$ cat src/rtl/axi_lite_mem_slave.sv
// axi_lite_mem_slave: AXI4-Lite register-file memory slave with SLVERR on out-of-range words
// Ports: s_clk, rst_n (asynchronous, active-low)
//   write: write_address/AW_VALID/AW_READY, write_data/write_strb/W_VALID/W_READY,
//          B_RESP/B_VALID/B_READY
//   read:  read_address/AR_VALID/AR_READY, data_read/R_RESP/R_VALID/R_READY
// Define AXI_SLV_WSTRB_EN to honour write_strb; otherwise every write replaces the full word.
module axi_lite_mem_slave #(
   parameter int ADDR_WIDTH = 8,
   parameter int DATA_WIDTH = 32,
   parameter int DEPTH      = 16
) (
   input  logic                    s_clk,
   input  logic                    rst_n,
   input  logic [ADDR_WIDTH-1:0]   write_address,
   input  logic                    AW_VALID,
   output logic                    AW_READY,
   input  logic [DATA_WIDTH-1:0]   write_data,
   input  logic [DATA_WIDTH/8-1:0] write_strb,
   input  logic                    W_VALID,
   output logic                    W_READY,
   output logic [1:0]              B_RESP,
   output logic                    B_VALID,
   input  logic                    B_READY,
   input  logic [ADDR_WIDTH-1:0]   read_address,
   input  logic                    AR_VALID,
   output logic                    AR_READY,
   output logic [DATA_WIDTH-1:0]   data_read,
   output logic [1:0]              R_RESP,
   output logic                    R_VALID,
   input  logic                    R_READY
);
   localparam int NB  = DATA_WIDTH / 8;
   localparam int LSB = $clog2(NB);
   localparam int IW  = DEPTH > 1 ? $clog2(DEPTH) : 1;
   localparam logic [1:0] OKAY = 2'b00, SLVERR = 2'b10;

   typedef enum logic {R_IDLE, R_DATA} r_state_t;

   // one extra bit so DEPTH == 2**index_width still compares correctly
   function automatic logic in_range(input logic [ADDR_WIDTH-1:0] a);
      return {1'b0, a >> LSB} < (ADDR_WIDTH+1)'(DEPTH);
   endfunction

   logic [DATA_WIDTH-1:0] mem [DEPTH];

   logic                  aw_done, w_done, aw_hs, w_hs, commit;
   logic                  aw_done_d, w_done_d, b_valid_d;
   logic [1:0]            b_resp_d;
   logic [ADDR_WIDTH-1:0] aw_addr_q, wr_addr;
   logic [DATA_WIDTH-1:0] w_data_q, wr_data;
   logic [NB-1:0]         wr_mask;

   assign aw_hs   = AW_VALID && AW_READY;
   assign w_hs    = W_VALID && W_READY;
   // the second handshake (or both together) commits, taking whichever half is still on the bus
   assign commit  = (aw_done || aw_hs) && (w_done || w_hs);
   assign wr_addr = aw_done ? aw_addr_q : write_address;
   assign wr_data = w_done ? w_data_q : write_data;

`ifdef AXI_SLV_WSTRB_EN
   logic [NB-1:0] w_strb_q;
   always_ff @(posedge s_clk or negedge rst_n)
      if (!rst_n) w_strb_q <= '0;
      else if (w_hs) w_strb_q <= write_strb;
   assign wr_mask = w_done ? w_strb_q : write_strb;
`else
   logic unused_strb;
   assign unused_strb = ^write_strb;
   assign wr_mask     = '1;
`endif

   always_comb begin
      aw_done_d = !commit && (aw_done || aw_hs);
      w_done_d  = !commit && (w_done || w_hs);
      b_valid_d = commit || (B_VALID && !B_READY);
      b_resp_d  = commit ? (in_range(wr_addr) ? OKAY : SLVERR) : B_RESP;
   end

   always_ff @(posedge s_clk or negedge rst_n)
      if (!rst_n) begin
         aw_done   <= 1'b0;
         w_done    <= 1'b0;
         B_VALID   <= 1'b0;
         B_RESP    <= OKAY;
         AW_READY  <= 1'b0;
         W_READY   <= 1'b0;
         aw_addr_q <= '0;
         w_data_q  <= '0;
      end else begin
         aw_done  <= aw_done_d;
         w_done   <= w_done_d;
         B_VALID  <= b_valid_d;
         B_RESP   <= b_resp_d;
         AW_READY <= !aw_done_d && !b_valid_d;
         W_READY  <= !w_done_d && !b_valid_d;
         if (aw_hs) aw_addr_q <= write_address;
         if (w_hs) w_data_q <= write_data;
      end

   // every byte of word i resets to {i[3:0], i[3:0]}
   always_ff @(posedge s_clk or negedge rst_n)
      if (!rst_n)
         for (int i = 0; i < DEPTH; i++) mem[i] <= {NB{{2{4'(i)}}}};
      else if (commit && in_range(wr_addr))
         for (int k = 0; k < NB; k++)
            if (wr_mask[k]) mem[IW'(wr_addr >> LSB)][8*k +: 8] <= wr_data[8*k +: 8];

   r_state_t              r_state, r_state_d;
   logic [DATA_WIDTH-1:0] r_data_d, rd_word;
   logic [1:0]            r_resp_d;

   // sampled before this edge's write lands, so a colliding read sees the old word
   assign rd_word = in_range(read_address) ? mem[IW'(read_address >> LSB)] : '0;

   always_comb begin
      r_state_d = r_state;
      r_data_d  = data_read;
      r_resp_d  = R_RESP;
      if (r_state == R_IDLE && AR_VALID && AR_READY) begin
         r_state_d = R_DATA;
         r_data_d  = rd_word;
         r_resp_d  = in_range(read_address) ? OKAY : SLVERR;
      end else if (r_state == R_DATA && R_READY) begin
         r_state_d = R_IDLE;
         r_data_d  = '0;
         r_resp_d  = OKAY;
      end
   end

   always_ff @(posedge s_clk or negedge rst_n)
      if (!rst_n) begin
         r_state   <= R_IDLE;
         AR_READY  <= 1'b0;
         R_VALID   <= 1'b0;
         data_read <= '0;
         R_RESP    <= OKAY;
      end else begin
         r_state   <= r_state_d;
         AR_READY  <= r_state_d == R_IDLE;
         R_VALID   <= r_state_d == R_DATA;
         data_read <= r_data_d;
         R_RESP    <= r_resp_d;
      end
endmodule

$ cat config.mk
export PLATFORM = sky130hd
export DESIGN_NAME = axi_lite_mem_slave
export DESIGN_NICKNAME = d
export VERILOG_FILES = /design/src/rtl/axi_lite_mem_slave.sv
export SDC_FILE = /design/constraint.sdc
export NUM_CORES = 1
export LEC_CHECK = 0
export BUFFER_PORTS_ARGS = -buffer_cell sky130_fd_sc_hd__buf_2
export CAP_MARGIN = 5
export CELL_PAD_IN_SITES_DETAIL_PLACEMENT = 1
export CELL_PAD_IN_SITES_GLOBAL_PLACEMENT = 1
export CORE_MARGIN = 3
export CORE_UTILIZATION = 40
export DETAILED_ROUTE_END_ITERATION = 8
export GPL_TIMING_DRIVEN = 0
export HOLD_SLACK_MARGIN = 0.02
export PLACE_DENSITY_LB_ADDON = 0.25
export SLEW_MARGIN = 20
export SYNTH_ARGS = -nofsm -noshare
export SYNTH_HDL_FRONTEND = slang
export SYNTH_SLANG_ARGS = --single-unit
$ cat constraint.sdc
create_clock -name s_clk -period 2.19 [get_ports s_clk]
set_input_delay 0.1095 -clock s_clk [delete_from_list [all_inputs] [get_ports s_clk]]
set_output_delay 0.1095 -clock s_clk [all_outputs]
set_load 0.02 [all_outputs]
==> metrics <==
outcome=complete, no violations; area delta synth->final=20.2%; vias per inst=5.53; GR Layer Usage met3=3.74%; crit-path cells=buf_8 > a21o_2 > nand4_1 > buf_4 > or2_1 > buf_4 > buf_8 > mux2_2; Tmin final=2.18 ns; M2 GR Usage=36.3%; Crit Path Max Fanout=10; CP max stage delay=0.45 ns; Max stage delay cell, worst path=dfrtp_2; core area=66000 µm²; Worst VDD drop=0.469 mV; Worst Setup Path Type=reg2reg; Int Pwr=30300 µW; clock tree sinks=591; Congestion Overflow GR=0; CTS tree=yes; antenna-violating nets left=0; fmax=459 MHz; Worst setup SP type=register; Most Used Layer, Global Route=met2; wire length per cell=26.8 µm; filler cell count=6287; mean area per synthesized cell=16.4 µm²; FF-to-FF Start=aw_done$_DFF_PN0_; register area share after synthesis=56.5%; port bufs=86; Comb power frac=25.4%; starting density of the core=40.5%; Max Clock Skew=0.0350 ns; Placed Instance Area=28400 µm²; final hold vios=0; top_reg_cell synth=dfrtp_1; Hold WC Path Type=in2async; Worst setup EP type=register; share of post-route cells with drive strength above 1=68.5%; Slew HR=22.4%; RSZ-0062 raised after global routing=true; Worst-path clk slew=0.06 ns; Synth cell types=37; initial antenna violation count=2; Iteration-0 DRC Markers=853; WP data arrival=2.65 ns; switching power=11500 µW; EDFF count, synth=0; crit share post-route=99.6%; clk_lat worst skew=0.61 ns; die area=70000 µm²; row count=94; GR Layer Usage met1=28.8%; setup TNS=0 ns; footprint of the multi-input gates=11100 µm²; WP buf/inv=4; Power, Total=41800 µW; Root Driver=clkbuf_16; Seq pwr share=45.5%; PD cells=1300 nW/µm²; Pins Over Slew Limit=0; # IOs=100; vias post-DR=15500; synthesized flop and latch total=591; Total Routing Usage GR=21.6%; DRC viols=0; Clk network pwr share=29.1%; Syn Std Cell Area=26700 µm²; worst path required time=2.66 ns; Lkg Pwr=0.0141 µW; vias in the first global route=17500; largest net degree at the start of global routing=106; total CTS buffers=68; Final HPWL DP=47.5 mm; FF+latch area=15100 µm²; Chip Height=265 µm; Longest Clk Path Bufs=3; finished layout cell area=32200 µm²; placer congestion estimate=0.742; Post-Syn Instances=1631; WL final=75.0 mm; first-pass GRT wire length=113 mm; Horiz. Die Dim=265 µm; worst slew pin tran=1.16 ns; switching share of power=27.6%; # H-tree levels=3; Nets=1933; # Max-Cap Violations=0; Final setup viols=0; timing startpoint of the critical path=aw_done$_DFF_PN0_; crit-path leading delay family=buffers and inverters; Pre-antenna DRT Iters=4; Ys Warns=0; asr flop ratio synth=100%
[cell families after synthesis]
| group | Yosys count | synth area share [%] |
|---|---|---|
| buffers and inverters | 138 | 2.83 |
| DFF | 591 | 56.5 |
| muxes | 778 | 37.9 |
| and+or+nand+nor | 80 | 1.44 |
| other | 1 | 0.0140 |
| AOI/OAI and AO/OA | 43 | 1.34 |
[cells in the final DEF, fill, tap and decap left out, types with 5 or more instances in the layout]
cell           netlist  routed
buf_8                0      14
mux2_2             579     579
buf_16               0       6
nand2_1             38      38
dlygate4sd3_1        0      46
clkbuf_1            55      67
dfrtp_1            335     333
nor2_4               0      14
mux2_4               5       5
o221ai_1            32      32
bufinv_16            0      12
clkbuf_2             2       9
mux2i_1             66      64
buf_12               0      13
buf_2               32     110
clkinv_2             0       8
clkbuf_16            0      69
buf_6                7      27
mux4_2             128     128
dfstp_2            256     256
buf_4               38      36
clkbuf_8             0       9
[state kept, by name, summed over array words and instances, names as in the netlist]
name / cells
mem: 512
data_read: 32
w_data_q: 32
aw_addr_q: 6
AR_READY: 1
AW_READY: 1
B_RESP: 1
B_VALID: 1
R_RESP: 1
R_VALID: 1
W_READY: 1
aw_done: 1
w_done: 1
[routing by layer]
layer  up-vias  share of wire (%)
met5         -                  0
met4         0                2.6
met3        99                3.8
met2       249                 50
met1      8525                 44
li1       6585                  -
[cells in the mapped netlist (2+ instances only)]
cell | instances | area [µm²]
nand2_1 | 38 | 143
o221ai_1 | 32 | 280
buf_1 | 3 | 11.3
buf_2 | 32 | 160
nor2_1 | 18 | 67.6
clkbuf_1 | 55 | 206
buf_4 | 38 | 285
buf_6 | 7 | 78.8
a21oi_1 | 2 | 10.0
mux2i_1 | 66 | 661
nor2b_1 | 4 | 25.0
or2_1 | 2 | 12.5
nor3b_1 | 3 | 22.5
and3b_1 | 3 | 26.3
dfrtp_1 | 335 | 8380
mux2_2 | 579 | 6520
clkbuf_2 | 2 | 10.0
mux4_2 | 128 | 2880
a21o_1 | 2 | 15.0
dfstp_2 | 256 | 6730
mux2_4 | 5 | 75.1
o22ai_1 | 3 | 18.8
nand4_1 | 4 | 25.0
[through the flow]
stage                     setup slack (ns)  util (%)  hold slack (ns)  instances
final                              0.00945      48.7           0.0522       2794
after global routing               -0.0353      48.7           0.0951       2793
after CTS                          0.00776      48.2           0.0700       2774
after detailed placement            -0.842      43.1           0.0949       2588
after global placement              -10.90      42.8            0.353       2582
after floorplan                      0.294         -           -0.186       1632
[power groups by stage]
stage               combinational [µW]  clock [µW]  sequential [µW]
floorplan                         7720           0            18300
global placement                  9780           0            18700
detailed placement               10300           0            19100
CTS                              10600       12500            19000
global route                     11500       13000            19600
finish                           10600       12200            19000
[final timing paths]
kind	to	slack, ns	depth (start not counted)
min in group s_clk	data_read[10]$_DFFE_PN0P_	0.09	3
hold reg to reg	data_read[4]$_DFFE_PN0P_	0.49	2
max in group asynchronous	mem[75]$_DFFE_PN1P_	0.36	5
setup reg to reg	mem[134]$_DFFE_PN0P_	0.009	8
setup / recovery	mem[134]$_DFFE_PN0P_	0.009	8
hold / removal	B_VALID$_DFF_PN0_	0.05	2
[layout make-up]
class	count	share of cell area (%)
antenna	1	0.00778
buffer	136	3.21
clock buffer	99	6.00
clock inverter	26	1.45
inverter	1	0.0117
multi-input combinational	903	34.5
sequential	591	47.0
tap	864	3.36
timing repair buffer	173	4.42
[what timing repair did]
action                                 in CTS  in global routing
hold buffers                               46                  0
pin swaps                                  13                 11
endpoints found under the hold margin     359                  0
setup endpoints to repair                 548                379
gates resized for setup                    93                 45
setup buffers                              16                 19
Power figures use the tool's default switching activity.
